--- src/rtl/rr_bus_arbiter.sv ---
// Round-robin arbiter for one shared datapath resource (bus, ALU input MUX).
// Registered one-hot grant plus encoded select. A grant is held while its owner
// keeps requesting. Every handoff passes through one idle cycle so two drivers
// never overlap. An optional hold limit preempts an owner while others wait.
module rr_bus_arbiter #(
  parameter int unsigned N        = 4,
  parameter int unsigned SW       = (N > 1) ? $clog2(N) : 1,
  parameter int unsigned MAX_HOLD = 8,
  parameter int unsigned CW       = ($clog2(MAX_HOLD + 1) > 0) ? $clog2(MAX_HOLD + 1) : 1
) (
  input  logic          CLK,
  input  logic          RST_N,
  input  logic [N-1:0]  REQ,
  output logic [N-1:0]  GNT,
  output logic [SW-1:0] SEL,
  output logic          VALID,
  output logic          PREEMPT
);

  localparam logic [0:0]    IDLE     = 1'b0;
  localparam logic [0:0]    OWN      = 1'b1;
  localparam logic [CW-1:0] HOLD_MAX = CW'(MAX_HOLD);
  localparam logic [SW-1:0] LAST_IDX = SW'(N - 1);

  logic [0:0]    state_q, state_d;
  logic [N-1:0]  gnt_q, gnt_d;
  logic [SW-1:0] sel_q, sel_d;
  logic [SW-1:0] ptr_q, ptr_d;
  logic [CW-1:0] cnt_q, cnt_d;
  logic          preempt_q, preempt_d;

  logic          win_found;
  logic [SW-1:0] win_idx;
  int unsigned   scan_idx;
  logic          others_waiting;
  logic [SW-1:0] ptr_after_owner;

  // Winner search: first set request scanning from the pointer, wrapping mod N.
  always_comb begin
    win_found = 1'b0;
    win_idx   = '0;
    scan_idx  = 0;
    for (int unsigned i = 0; i < N; i++) begin
      scan_idx = 32'(ptr_q) + i;
      if (scan_idx >= N) scan_idx = scan_idx - N;
      if (!win_found && REQ[scan_idx[SW-1:0]]) begin
        win_found = 1'b1;
        win_idx   = scan_idx[SW-1:0];
      end
    end
  end

  assign others_waiting  = |(REQ & ~gnt_q);
  assign ptr_after_owner = (sel_q == LAST_IDX) ? '0 : sel_q + SW'(1);

  // Next-state: grant from idle; release, preempt or hold while owned.
  always_comb begin
    state_d   = state_q;
    gnt_d     = gnt_q;
    sel_d     = sel_q;
    ptr_d     = ptr_q;
    cnt_d     = cnt_q;
    preempt_d = 1'b0;
    case (state_q)
      IDLE: begin
        if (win_found) begin
          state_d = OWN;
          gnt_d   = N'(1) << win_idx;
          sel_d   = win_idx;
          cnt_d   = CW'(1);
        end
      end
      OWN: begin
        // Release takes priority over preemption, so PREEMPT stays low then.
        if (!REQ[sel_q]) begin
          state_d = IDLE;
          gnt_d   = '0;
          cnt_d   = '0;
          ptr_d   = ptr_after_owner;
        end else if ((MAX_HOLD != 0) && (cnt_q == HOLD_MAX) && others_waiting) begin
          state_d   = IDLE;
          gnt_d     = '0;
          cnt_d     = '0;
          ptr_d     = ptr_after_owner;
          preempt_d = 1'b1;
        end else if ((MAX_HOLD != 0) && (cnt_q != HOLD_MAX)) begin
          cnt_d = cnt_q + CW'(1);
        end
      end
    endcase
  end

  // State registers with asynchronous active-low reset.
  always_ff @(posedge CLK or negedge RST_N) begin
    if (!RST_N) begin
      state_q   <= IDLE;
      gnt_q     <= '0;
      sel_q     <= '0;
      ptr_q     <= '0;
      cnt_q     <= '0;
      preempt_q <= 1'b0;
    end else begin
      state_q   <= state_d;
      gnt_q     <= gnt_d;
      sel_q     <= sel_d;
      ptr_q     <= ptr_d;
      cnt_q     <= cnt_d;
      preempt_q <= preempt_d;
    end
  end

  // All outputs come straight from registers; no path from REQ.
  assign GNT     = gnt_q;
  assign SEL     = sel_q;
  assign VALID   = |gnt_q;
  assign PREEMPT = preempt_q;

endmodule

--- config.mk ---
export PLATFORM = sky130hd
export DESIGN_NAME = rr_bus_arbiter
export DESIGN_NICKNAME = d
export VERILOG_FILES = /design/src/rtl/rr_bus_arbiter.sv
export SDC_FILE = /design/constraint.sdc
export NUM_CORES = 1
export LEC_CHECK = 0
export CAP_MARGIN = 20
export CORE_MARGIN = 2
export CORE_UTILIZATION = 47
export CTS_CLUSTER_DIAMETER = 120
export DETAILED_ROUTE_END_ITERATION = 6
export PLACE_DENSITY = 0.72
export SLEW_MARGIN = 30
export SYNTH_ARGS = -nofsm -noshare
export SYNTH_HDL_FRONTEND = slang
export SYNTH_SLANG_ARGS = --single-unit
--- constraint.sdc ---
create_clock -name CLK -period 1.4 [get_ports CLK]
set_input_delay 0.14 -clock CLK [delete_from_list [all_inputs] [get_ports CLK]]
set_output_delay 0.14 -clock CLK [all_outputs]
set_load 0.02 [all_outputs]
# After elaboration in Yosys (flattened, before gate mapping)
# Index checks and enable logic that the tools add are counted.
[word_totals]
ff_bits = 14
elab_cells = 89
[classes]
n_addsub = 9
n_bitwise = 3
n_eq_ne = 7
n_shift = 1
muxes = 41
magnitude_cmp = 9
reduce_logical = 13
[ops]
columns = ["cell", "n"]
rows = [
  ["$mux W4", 7],
  ["$mux W2", 11],
  ["$pmux W4 S2", 2],
  ["$lt A2 B3 Y1 const B", 5],
  ["$mux W1", 15],
  ["$bmux W1 S2", 5],
  ["$ge A3 B3 Y1 const B", 3],
  ["$reduce_and A2 Y1", 4],
  ["$reduce_or A4 Y1", 2],
  ["$sub A2 B1 Y2 const B", 4],
  ["$add A2 B2 Y3 const B", 2],
  ["$add A4 B1 Y4 const B", 1],
  ["$and A4 B4 Y4", 1],
  ["$eq A4 B4 Y1 const B", 1],
  ["$logic_and A1 B1 Y1", 4],
  ["$ne A4 B2 Y1 const B", 1],
  ["$ne A4 B4 Y1 const B", 1],
  ["$not A4 Y4", 1],
  ["$shl A1 B2 Y4 const A", 1],
  ["$add A2 B1 Y3 const B", 1],
  ["$ge A2 B3 Y1 const B", 1],
  ["$logic_not A1 Y1", 3],
  ["$ne A3 B2 Y1 const B", 1],
  ["$add A2 B1 Y2 const B", 1],
  ["other kinds (5)", 5],
]

# Depth between registers and ports, before layout
[logic_depth]
word_depth = 17
mapped_depth = 6
mapped_depth_nobuf = 6

# Least setup slack after synthesis
# OpenSTA, ideal clock, no wires.
[synth_path]
path_kind = "reg2reg"
startpoint = "register sel_q[1] (netlist: SEL[1])"
endpoint = "register ptr_q[0]"
path_slack_ns = -0.139
setup_ns = 0.125
stages_incl_launch_ff = 5
arrival_ns = 1.414
period_less_slack_ns = 1.539
cell_sequence = "dfrtp_1 > mux2_4 > mux2i_4 > o21ai_2 > mux2_4"
[synth_between]
elab_chain_cells = 4
elab_cells_between_ends = 8
cone_classes = "eq/ne: 2; mux: 5; reduce/logical: 1"
[synth_rtl]
columns = ["item", "line", "rtl"]
rows = [
  ["start: declaration", "27", "logic [SW-1:0] sel_q, sel_d;"],
  ["start signal: assignment", "105", "sel_q <= sel_d;"],
  ["$bmux W1 S2 or $eq A2 B2 Y1 (tied branches)", "75, 54", ""],
  ["$mux W1 (implied by the code) or $mux W2 (tied branches)", "75, 54", ""],
  ["$ne A2 B1 Y1 (no line) or $mux W2 (tied branches)", "n/a", ""],
  ["$reduce_and A2 Y1 (no line) or $mux W2 (tied branches)", "n/a", ""],
  ["end signal: assignment", "106", "ptr_q <= ptr_d;"],
  ["end: declaration", "28", "logic [SW-1:0] ptr_q, ptr_d;"],
]
# Parallel ways exist; a longest one is shown, timed or not. The select of a mux whose other input is x is not followed.
# A chain may end at the register's enable or synchronous reset.

# Worst setup path in the final report
[layout_path]
startpoint = "register sel_q[1] (netlist: SEL[1])"
endpoint = "register gnt_q[2] (netlist: GNT[2])"
[layout_between]
elab_chain_cells = 4
elab_cells_between_ends = 6
cone_classes = "eq/ne: 1; mux: 4; reduce/logical: 1"
[layout_rtl]
columns = ["item", "line", "rtl"]
rows = [
  ["$bmux W1 S2 *", "75", "if (!REQ[sel_q]) begin"],
  ["$mux W1 (implied by the code) *", "75", ""],
  ["$mux W4 or $ne A3 B2 Y1 (tied branches)", "n/a", ""],
  ["$pmux W4 S2 or $reduce_and A2 Y1 (tied branches)", "n/a", ""],
  ["end signal: assignment", "104", "gnt_q <= gnt_d;"],
  ["end: declaration", "26", "logic [N-1:0] gnt_q, gnt_d;"],
]
# Mark *: on every way between the ends. The rest lies on a longest branch, timed or not. The select of a mux whose other input is x is not followed.

==> impl_metrics.tcl <==
set metrics [dict create \
    required_ns 1.58 \
    intPower_mw 1.81 \
    io_buffers 13 \
    synth-simple-area-share_pct 19.9 \
    final_util_pct 81.0 \
    regArea_sq_um 353 \
    instances_no_fill 156 \
    crit_start "SEL[1]$_DFFE_PN0P_" \
    final_area_sq_um 1430 \
    grt_usage_pct 23.4 \
    cts_tree "yes" \
    end_kind "flop" \
    synth_top_family_by_area "compound AO/OA/AOI/OAI gates" \
    synth_edf_count 0 \
    final_common_cell "buf_4" \
    n_antenna_cell 0 \
    h-tree-depth 1 \
    drc 0 \
    gp_congestion 0.832 \
    syn_nets 93 \
    clkTransAtPathRegs_ns 0.09 \
    critPathMaxFanout 7 \
    status "finished, violations left" \
    io_pins 14 \
    dieWidth_um 47.8 \
    async_reset_ff_share_pct 100 \
    multi_input_area_sq_um 623 \
    cts-root-buf "clkbuf_4" \
    period_minus_slack_ns 1.53 \
    final_hold_viol_count 0 \
    detailedRoute.firstPassIterationCount 4 \
    critPathArrivalTime_ns 1.72 \
    reg2reg_depth 4 \
    numClockSinks 14 \
    drt_iter0_drc 13 \
    wirelength_um 2490 \
    maxCapViolCount 0 \
    worst_pin_slew_ns 0.325 \
    setup_tns_ns -0.936 \
    hpwl_um 1650 \
    wire_per_inst_um 16.0 \
    dieArea_sq_um 2290 \
    grt_overflow 0 \
    area_growth_syn_to_layout_pct 58.2 \
    fmax_ghz 0.652 \
    clk_path_buf_depth 2 \
    crit_type "flop to flop" \
    antenna_found_initial 0 \
    timing.rr.end "GNT[2]$_DFFE_PN0P_" \
    rrSetupSlack_ns -0.13 \
    min_path_type "input port to asynchronous set/reset pin" \
    synth_flop_cell "dfrtp_1" \
    swShare_pct 40.0 \
    nNetsFinal 141 \
    syn_avg_cell_area_sq_um 10.8 \
    core_area_sq_um 1760 \
    clock_latency_ns 0.29 \
    final_cell_mix "buf_4, dfrtp_1, nand2_1, dlygate4sd2_1" \
    synth_cells 84 \
    powerDensity_nw_per_um2 2110 \
    r2r-start "SEL[1]$_DFFE_PN0P_" \
    violations "negative setup slack" \
    clockPowerShare_pct 9.8 \
    grt_first_pass_wirelength_um 3560 \
    synth_area_sq_um 903 \
    finalSetupViolCount 11 \
    finalCritPeriodShare_pct 110 \
    synthMuxAreaShare_pct 11.5 \
    initial_core_util_pct 51.2 \
    layout-drive-gt1-share_pct 48.1 \
    grt_pass1_vias 766 \
    ir_worst_vdd_mv 1.61 \
    rsz0062_at_grt "true" \
    rows 15 \
    dp_cells 143 \
    n_fill_cell 117 \
    drtAntennaViolNets 0 \
    synth_xor_area_share_pct 0.970 \
    synthAdderAreaFrac_pct 4.16 \
    fin_worst_skew_ns 0.00837 \
    pwr-share-seq_pct 25.1 \
    timing.final.ws_setup_ns -0.133 \
    critPathLaunchType "flop" \
    via_count 833 \
    p_leak_nw 0.722 \
    synth_compound_area_share_pct 22.6 \
    yosys_warnings 0 \
    grt_max_degree 15 \
    ys_ff_latch 14 \
    slew_viol_final 0 \
    via_per_inst 5.34 \
    die_h_um 47.8 \
    place_ws_ns -0.321 \
    p_comb_share_pct 65.2 \
    critPathCapture "GNT[2]$_DFFE_PN0P_" \
    cts_buffers 3 \
    total_power_mw 3.02 \
    hold-worst-slack_ns 0.149 \
    dpl-instance-area_sq_um 1250 \
    synth_cell_types 38 \
    ys_seq_area_share_pct 38.8 \
    power.switching_mw 1.21 \
    relSlewSlack_pct 78.3 \
]
## flip-flops by register name, indices dropped and copies added, names as in the netlist
register and cells:
ptr_q 2, SEL 2, state_q 1, GNT 4, cnt_q 4, PREEMPT 1
## cell type report
class	instances	share of cell area (%)
Clock buffer	4	2.54
Inverter	5	1.31
Multi-Input combinational cell	65	43.6
Sequential cell	14	24.7
Tap cell	25	2.19
Timing Repair Buffer	43	25.7
## power groups by stage
| stage | Sequential (mW) | Clock [mW] | Combinational [mW] |
|---|---|---|---|
| floorplan | 0.840 | 0 | 0.881 |
| global placement | 0.732 | 0 | 1.66 |
| detailed placement | 0.735 | 0 | 1.69 |
| CTS | 0.734 | 0.303 | 1.70 |
| global route | 0.771 | 0.318 | 2.12 |
| finish | 0.757 | 0.295 | 1.97 |
## cells by family after synthesis
group                    count (synthesis)
AND/OR/NAND/NOR                         32
AO/OA/AOI/OAI                           22
flip-flops                              14
multiplexers                             7
buffers and inverters                    5
adder cells (fa/ha/maj)                  3
XOR/XNOR                                 1
## Yosys cell counts (2+ instances only)
library cell	n	area (sq um)
o22ai_1	2	12.5
mux2_4	4	60.1
nand2b_1	6	37.5
dfrtp_1	14	350
nand3_1	3	15.0
and2_1	3	18.8
nor2b_1	2	12.5
o21ai_2	2	17.5
a21o_1	2	15.0
inv_1	5	18.8
a21oi_1	3	15.0
nor2_1	5	18.8
ha_1	3	37.5
nand2_1	6	22.5
## how the worst min path moves through the flow
stage,cells after the start,end,startpoint,slack [ns]
finish,2,cnt_q[1]$_DFFE_PN0P_,RST_N,0.15
global route,2,cnt_q[1]$_DFFE_PN0P_,RST_N,0.19
CTS,2,cnt_q[1]$_DFFE_PN0P_,RST_N,0.15
detailed placement,2,cnt_q[0]$_DFFE_PN0P_,RST_N,0.47
global placement,2,PREEMPT$_DFF_PN0_,RST_N,0.47
floorplan,0,GNT[0]$_DFFE_PN0P_,RST_N,-0.16
## worst max-delay path, cell delays in order, from the launching register on
cell and delay [ns]:
dfrtp_2 0.44, mux2_4 0.34, a22oi_4 0.28, o21ai_2 0.11
a22o_1 0.25
## repair_timing
item,in CTS,in global routing
pin swaps,7,4
hold buffers,0,0
endpoints found under the setup margin,17,14
hold endpoints to repair,0,0
buffers inserted,4,5
gates resized for setup,15,14
## metal layers
metal  track usage [%]  vias to the layer above  share of wire [%]
li1                  -                      404                  -
met1              28.8                      399                 43
met2              38.7                       24                 50
met3              8.30                        6                6.0
met4              6.49                        0                1.7
met5                 0                        -                  0
No activity file was read; power rests on OpenSTA's default activity.
==> variant (config.mk and constraints unchanged) <==
Change the parameter `MAX_HOLD` from 8 to 16.
--- a/src/rtl/rr_bus_arbiter.sv
+++ b/src/rtl/rr_bus_arbiter.sv
@@ -5,7 +5,7 @@
 module rr_bus_arbiter #(
   parameter int unsigned N        = 4,
   parameter int unsigned SW       = (N > 1) ? $clog2(N) : 1,
-  parameter int unsigned MAX_HOLD = 8,
+  parameter int unsigned MAX_HOLD = 16,
   parameter int unsigned CW       = ($clog2(MAX_HOLD + 1) > 0) ? $clog2(MAX_HOLD + 1) : 1
 ) (
   input  logic          CLK,
Behaviour: not the same (a bounded check fails within 10 cycles, from zero or initial values and one cycle with RST_N low).
==> variant against the original RTL <==
Critical path depth increased by 2. Utilization decreased by 3.4 points. Critical path type unchanged. Die area increased by 3.1%. Sequential cell count increased by 1. Highest routed layer unchanged. Power increased by 1.8%. Final cell count increased by 7.7%. Routed wire length increased by 11%. Combinational power increased by 4%. Largest cell class unchanged. The run still ends with negative setup slack left. Largest power group unchanged. Area after synthesis increased by 3.3%. Sequential power increased by 4.4%. Worst setup slack got worse by 0.14 ns. Final area increased by 4.4%.
==> variant: results (changes against the original RTL) <==
{| class="wikitable"
! Metric !! Value
|-
| Layout cells sized above 1 || 51.1% (was 48.1%)
|-
| Peak VDD IR || 0.00159 V (was 0.00161 V)
|-
| Worst stage delay on the critical path || 0.39 ns (was 0.44 ns)
|-
| Outcome || complete, but fails checks (unchanged)
|-
| Final setup slack of the worst path || -0.268 ns (was -0.133 ns)
|-
| Largest delay contributor family on the critical path || flip-flops (was compound AO/OA/AOI/OAI gates)
|-
| Leakage || 0.700 nW (was 0.722 nW)
|-
| CP max stage cell || sky130_fd_sc_hd__dfrtp_1 (was sky130_fd_sc_hd__dfrtp_2)
|-
| Setup slack after placement || -0.440 ns (was -0.321 ns)
|-
| Vias after detailed routing || 927 (was 833)
|-
| Global placer's final weighted congestion || 0.852 (was 0.832)
|-
| Dpl cell area || 0.00131 sq mm (was 0.00125 sq mm)
|-
| Post-synthesis net count || 97 (was 93)
|-
| Port Buf Inserts || 13 (unchanged)
|-
| Number of filler instances in the final layout || 139 (was 117)
|-
| Sequential element share of the synthesized area || 40.2% (was 38.8%)
|-
| Final-report setup violation count || 14 (was 11)
|-
| Buffers from clock root to sink, at most || 2 (unchanged)
|-
| Pin count of the biggest net entering global routing || 16 (was 15)
|-
| Failing checks || negative setup slack (unchanged)
|-
| Clock Skews || 0.00445 ns (was 0.00837 ns)
|-
| Highest fanout seen on the critical path || 4 (was 7)
|-
| # nets final || 151 (was 141)
|-
| Global Route Usage Sum || 25.9% (was 23.4%)
|-
| Routed wire per std cell || 16.5 microns (was 16.0 microns)
|-
| Dominant cells by area after synthesis || sky130_fd_sc_hd__dfrtp_1 40%, sky130_fd_sc_hd__mux2_4 4.8%, sky130_fd_sc_hd__ha_1 4.0% (was sky130_fd_sc_hd__dfrtp_1 39%, sky130_fd_sc_hd__mux2_4 6.6%, sky130_fd_sc_hd__ha_1 4.2%)
|-
| Arrival time reported for the critical path endpoint || 1.85 ns (was 1.72 ns)
|-
| Ranking of synthesized cells by instance count || 15 x sky130_fd_sc_hd__dfrtp_1, 9 x sky130_fd_sc_hd__inv_1, 8 x sky130_fd_sc_hd__nor2_1 (was 14 x sky130_fd_sc_hd__dfrtp_1, 6 x sky130_fd_sc_hd__nand2_1, 6 x sky130_fd_sc_hd__nand2b_1)
|-
| Post-synthesis cell type count || 37 (was 38)
|-
| First-pass GRT wire length || 4.63 mm (was 3.56 mm)
|}
## variant: area by class of cell
type	count	area [sq um]	area share, %
repair buffers	50	398	26.7
clock buffers	4	26.3	1.76
multi-input cells	63	622	41.7
well taps	27	33.8	2.27
inverters	9	33.8	2.27
flip-flops and latches	15	378	25.3
## variant: where the power goes
part | switching [mW] | leakage [nW] | internal (mW)
combinational | 0.955 | 0.494 | 1.08
clock | 0.138 | 0.0150 | 0.111
sequential | 0.202 | 0.191 | 0.588
total | 1.30 | 0.700 | 1.78
## variant: metal layers
| metal | wire, microns | global-route usage, % | vias to the layer above |
|---|---|---|---|
| met5 | 0 | 0 | - |
| met4 | 74 | 11.4 | 0 |
| met3 | 147 | 3.70 | 11 |
| met2 | 1440 | 45.1 | 37 |
| met1 | 1100 | 32.0 | 445 |
| li1 | - | - | 434 |
## variant: kinds of logic after synthesis
kind of cell	after synthesis	share of synthesized area, %
buf+inv	10	4.02
xor+xnor	2	1.88
mux	6	8.04
simple gates	27	18.8
flops	15	40.2
compound gates	25	23.1
fa+ha+maj	3	4.02
## variant: worst paths after layout
path / slack [ns] / to / cells after the start / from
max: -0.27 / ptr_q[1]$_DFFE_PN0P_ / 6 / cnt_q[1]$_DFFE_PN0P_
min: 0.15 / GNT[2]$_DFFE_PN0P_ / 2 / RST_N
max reg2reg: -0.27 / ptr_q[1]$_DFFE_PN0P_ / 6 / cnt_q[1]$_DFFE_PN0P_
min reg2reg: 0.62 / cnt_q[0]$_DFFE_PN0P_ / 2 / cnt_q[0]$_DFFE_PN0P_
max in group asynchronous: 1.06 / SEL[1]$_DFFE_PN0P_ / 2 / RST_N
min in group CLK: 0.55 / SEL[0]$_DFFE_PN0P_ / 4 / REQ[2]
## variant: repair_timing
item                                    in CTS  in global routing
pin swaps                                    8                  7
setup buffers                                6                  4
gates resized for setup                     28                 10
endpoints found under the setup margin      21                 16
## variant: stage by stage
step	cells	hold slack, ns	setup TNS, ns	power (mW)
after floorplan	88	-0.156	-0.842	1.67
after global placement	154	0.475	-4.95	2.38
after detailed placement	154	0.469	-5.36	2.45
after CTS	164	0.161	-1.94	2.83
after global routing	168	0.188	-3.48	3.28
final	168	0.152	-2.44	3.08
